## config.mk

```make
export PLATFORM = sky130hd
export DESIGN_NAME = rw_device_sched
export DESIGN_NICKNAME = d
export VERILOG_FILES = /design/src/rtl/rw_device_sched.sv
export SDC_FILE = /design/constraint.sdc
export NUM_CORES = 1
export LEC_CHECK = 0
export ABC_AREA = 1
export BUFFER_PORTS_ARGS = -buffer_cell sky130_fd_sc_hd__buf_2
export CAP_MARGIN = 20
export CORE_UTILIZATION = 56
export CTS_CLUSTER_DIAMETER = 60
export DETAILED_ROUTE_END_ITERATION = 16
export PLACE_DENSITY_LB_ADDON = 0.2
export REMOVE_ABC_BUFFERS = 1
export SYNTH_ARGS = -nofsm -noshare
export SYNTH_HDL_FRONTEND = slang
export SYNTH_SLANG_ARGS = --single-unit
```

## constraint.sdc

```tcl
create_clock -name clk -period 2.5 [get_ports clk]
set_input_delay 0.5 -clock clk [delete_from_list [all_inputs] [get_ports clk]]
set_output_delay 0.5 -clock clk [all_outputs]
set_load 0.05 [all_outputs]
```

## src/rtl/rw_device_sched.sv

```systemverilog
// rw_device_sched: round-robin front end that shares one single-word,
// one-step-per-enable device between two requesters. One transaction is
// in flight at a time; a device termination (continue flag low) parks
// the scheduler in HALT until an explicit restart.
module rw_device_sched #(
  parameter int W_IN  = 1,
  parameter int W_OUT = 1,
  parameter int LAT   = 1,
  parameter int CW    = 8
) (
  input  logic                clk,
  input  logic                rst,
  input  logic [1:0]          req_valid,
  input  logic [2*W_IN-1:0]   req_data,
  output logic [1:0]          req_ready,
  output logic [1:0]          rsp_valid,
  output logic [W_OUT-1:0]    rsp_data,
  output logic                rsp_last,
  input  logic [1:0]          rsp_ready,
  output logic [W_IN-1:0]     dev_in,
  output logic                dev_step,
  input  logic [W_OUT-1:0]    dev_out,
  input  logic                dev_cont,
  output logic                dev_restart,
  input  logic                restart,
  output logic                halted,
  output logic [CW-1:0]       cnt0,
  output logic [CW-1:0]       cnt1
);

  typedef enum logic [2:0] {
    S_IDLE  = 3'd0,
    S_ISSUE = 3'd1,
    S_WAIT  = 3'd2,
    S_RESP  = 3'd3,
    S_HALT  = 3'd4
  } state_t;

  // Wait counter starts at LAT-1 so the sample lands LAT cycles after the step.
  localparam logic [3:0] WAIT_INIT = 4'(LAT - 1);

  state_t             state_q, state_d;
  logic               ptr_q, ptr_d;
  logic               g_q, g_d;
  logic [W_IN-1:0]    dev_in_q, dev_in_d;
  logic [W_OUT-1:0]   rsp_data_q, rsp_data_d;
  logic               rsp_last_q, rsp_last_d;
  logic [CW-1:0]      cnt0_q, cnt0_d;
  logic [CW-1:0]      cnt1_q, cnt1_d;
  logic [3:0]         wait_q, wait_d;

  logic               gnt_valid;
  logic               gnt;
  logic               ptr_other;

  assign ptr_other = ~ptr_q;

  // Round-robin pick: the pointed-to requester wins if valid, else the other.
  always_comb begin
    gnt_valid = 1'b0;
    gnt       = ptr_q;
    if (req_valid[ptr_q]) begin
      gnt_valid = 1'b1;
      gnt       = ptr_q;
    end else if (req_valid[ptr_other]) begin
      gnt_valid = 1'b1;
      gnt       = ptr_other;
    end
  end

  // Next-state and datapath updates for the transaction FSM.
  always_comb begin
    state_d    = state_q;
    ptr_d      = ptr_q;
    g_d        = g_q;
    dev_in_d   = dev_in_q;
    rsp_data_d = rsp_data_q;
    rsp_last_d = rsp_last_q;
    cnt0_d     = cnt0_q;
    cnt1_d     = cnt1_q;
    wait_d     = wait_q;
    case (state_q)
      S_IDLE: begin
        if (gnt_valid) begin
          g_d      = gnt;
          dev_in_d = gnt ? req_data[W_IN +: W_IN] : req_data[0 +: W_IN];
          state_d  = S_ISSUE;
        end
      end
      S_ISSUE: begin
        wait_d  = WAIT_INIT;
        state_d = S_WAIT;
      end
      S_WAIT: begin
        if (wait_q == 4'd0) begin
          rsp_data_d = dev_out;
          rsp_last_d = ~dev_cont;
          state_d    = S_RESP;
        end else begin
          wait_d = wait_q - 4'd1;
        end
      end
      S_RESP: begin
        // Only the granted requester's ready bit completes the response.
        if (rsp_ready[g_q]) begin
          if (g_q) cnt1_d = cnt1_q + CW'(1);
          else     cnt0_d = cnt0_q + CW'(1);
          ptr_d   = ~g_q;
          state_d = rsp_last_q ? S_HALT : S_IDLE;
        end
      end
      S_HALT: begin
        if (restart) state_d = S_IDLE;
      end
      default: state_d = S_IDLE;
    endcase
  end

  // State register with asynchronous active-low reset.
  always_ff @(posedge clk or negedge rst) begin
    if (!rst) begin
      state_q    <= S_IDLE;
      ptr_q      <= 1'b0;
      g_q        <= 1'b0;
      dev_in_q   <= '0;
      rsp_data_q <= '0;
      rsp_last_q <= 1'b0;
      cnt0_q     <= '0;
      cnt1_q     <= '0;
      wait_q     <= 4'd0;
    end else begin
      state_q    <= state_d;
      ptr_q      <= ptr_d;
      g_q        <= g_d;
      dev_in_q   <= dev_in_d;
      rsp_data_q <= rsp_data_d;
      rsp_last_q <= rsp_last_d;
      cnt0_q     <= cnt0_d;
      cnt1_q     <= cnt1_d;
      wait_q     <= wait_d;
    end
  end

  // Outputs decoded from state; req_ready is held low while reset is asserted.
  always_comb begin
    req_ready   = 2'b00;
    rsp_valid   = 2'b00;
    dev_step    = 1'b0;
    dev_restart = 1'b0;
    halted      = 1'b0;
    if (rst && (state_q == S_IDLE) && gnt_valid) req_ready = gnt ? 2'b10 : 2'b01;
    if (state_q == S_RESP) rsp_valid = g_q ? 2'b10 : 2'b01;
    if (state_q == S_ISSUE) dev_step = 1'b1;
    if (state_q == S_HALT) begin
      halted      = 1'b1;
      dev_restart = restart;
    end
  end

  assign rsp_data = rsp_data_q;
  assign rsp_last = rsp_last_q;
  assign dev_in   = dev_in_q;
  assign cnt0     = cnt0_q;
  assign cnt1     = cnt1_q;

endmodule

```

==> summary.txt <==
status - completed
Worst path slowest cell - dfrtp_1
initial antenna violation count - 0
Iter 0 DRT Violations - 25
final setup violation count - 0
diode count - 0
dpl hpwl - 2036 um
RSZ-0062 raised after global routing - no
Worst Tran Pin Value - 0.3466 ns
Fin Clk Skew - 0.007479 ns
cells after synthesis - 197
Yosys reg bits - 28
worst vdd ir - 0.8682 mV
drt drc - 0
clk sink count - 28
CP max stage delay - 0.49 ns
vias - 1,290
Root Buffer - clkbuf_4
Worst Path Arrival - 1.69 ns
Place WS - 0.6770 ns
Hold Buf Count CTS - 0
startpoint types - flip-flop
Non-Filler Instances - 268
clk_lat worst skew - 0.33 ns
pin count of the biggest net entering global routing - 29
worst path required time - 2.00 ns
H-tree levels - 1
Via density - 4.813
DR WL/cell - 10.18 um
fill count - 223
router iterations before antenna repair - 4
Psw - 0.001120 W
Inst Count DP - 264
Rel. slew slack - 0.7689
Seq/Total Area, Yosys - 0.4579
Post-Place Cell Area - 1755 um2
CP Class - reg -> out
max_cap viols - 0
Distinct cells, synth - 19
wirelength, routed - 2727 um
Leak - 1.061 nW
setup ws final - 0.3070 ns
Total GRT Usage - 0.2071
# resized after CTS - 0
# port buffers - 36
Syn Std Cell Area - 1530 um2
critical path fanouts, max - 6
Final Hold Viols - 0
Detail Route Antenna Nets - 0
mean post-synth cell area - 7.768 um2
most common cell after layout, fill and taps aside - nand2_1
Final Cell Area - 1808 um2
Clk pwr share - 0.138
gr ovfl total - 0
Post-CTS Setup Repair Bufs - 0
CTS tree - done
min cycle time layout - 2.193 ns
Area Overhead vs Synth - 18.15%
Clock transition at path regs - 0.16 ns
Initial Util - 0.6066
switching share of power - 0.5130
Worst Hold Slack - 0.1503 ns
TritonCTS Buffers - 3
Pwr Density - 1207 nW/um2
most frequent cells in the layout - nand2_1 (63), buf_2 (36), inv_1 (34)
Comb power frac - 0.519
crit end category - primary output
die extent in y - 54.28 um
worst-path cell chain - nor2_2 > nand2_1 > nor2_1 > nand2_1 > nor2_1 > buf_2
internal power - 0.001063 W
vias in the first global route - 1,132
GPL Wtd Cong - 0.7546
clk buf depth - 2
Final period util - 0.8772
worst hold path type - in -> async
FMAX - 456.0 MHz
YS warnings - 0
global-route wire length before repair - 4450 um
Nets - 254
CORE AREA - 2522 um2
Flop pwr share - 0.344
die width - 54.28 um
share of cells above drive strength 1 - 0.2017
# IOs - 37
Rows - 18
Pins Over Slew Limit - 0
die area - 2946 um2
[metrics by stage]
step / util / setup TNS [ns] / total power [W]
2_1_floorplan: - / -0.01034 / 0.001646
3_3_place_gp: 0.6959 / 0 / 0.001872
3_5_place_dp: 0.6959 / 0 / 0.001892
4_1_cts: 0.7168 / 0 / 0.002193
5_1_grt: 0.7168 / 0 / 0.002348
6_report: 0.7168 / 0 / 0.002183
[power groups by stage]
stage | logic [W] | registers, W | clock network [W]
2_1_floorplan | 0.000639 | 0.00101 | 0
3_3_place_gp | 0.00112 | 0.000756 | 0
3_5_place_dp | 0.00113 | 0.000760 | 0
4_1_cts | 0.00114 | 0.000750 | 0.000302
5_1_grt | 0.00126 | 0.000776 | 0.000313
6_report | 0.00113 | 0.000750 | 0.000300
[worst paths after layout]
kind	startpoint	endpoint	slack, ns	cells after the start
max in group asynchronous	rst	cnt1[5]	2.09	2
setup / recovery	state_q[0]	req_ready[1]	0.31	6
min in group clk	dev_cont	rsp_last	0.35	2
hold reg to reg	rsp_data	rsp_data	0.49	2
hold / removal	rst	rsp_last	0.15	2
setup reg to reg	wait_q[0]	state_q[0]	1.05	8
[cell type report]
class	count	area [um2]	share of cell area
multi-input cells	135	701.9	0.3882
clock inverters	1	30.03	0.01661
flip-flops and latches	28	700.7	0.3875
clock buffers	3	22.52	0.01246
inverters	34	127.6	0.07059
well taps	30	37.54	0.02076
repair buffers	37	187.7	0.1038
[Yosys cell counts (all sizes together)]
cell   number  area, um2
nand2      65      249.0
inv        34      127.6
dfrtp      28      700.7
nor2       21      113.9
nand3      15      87.59
o21ai       9      45.04
nand4       5      31.28
xnor2       5      43.79
xor2        5      43.79
ha          4      50.05
nor3        4      25.02
nor4        1      6.260
o22ai       1      6.260
[cells by family after synthesis]
family,share of synthesized area
buffers and inverters,0.08340
and+or+nand+nor,0.3352
DFF,0.4579
AOI/OAI and AO/OA,0.03352
xor gates and xnor gates,0.05723
adders and majority gates,0.03271
[metal layers]
layer,vias up,part of all wire,track usage
met3,2,0.037,0.04167
li1,693,-,-
met5,-,0,0
met1,569,0.49,0.2709
met4,0,0.0044,0.05983
met2,26,0.46,0.3455
[worst max-delay path, delay by kind of cell (launching register included)]
family | cells | cell delay [ns]
AND/OR/NAND/NOR | 5 | 0.60
flip-flops | 1 | 0.49
buffers and inverters | 1 | 0.26
[flip-flops by register name, indices dropped and copies added (netlist names)]
register	flops
cnt1	8
g_q	1
ptr_q	1
cnt0	8
state_q	3
dev_in	1
rsp_last	1
rsp_data	1
wait_q	4
(Power assumes the default switching activity.)
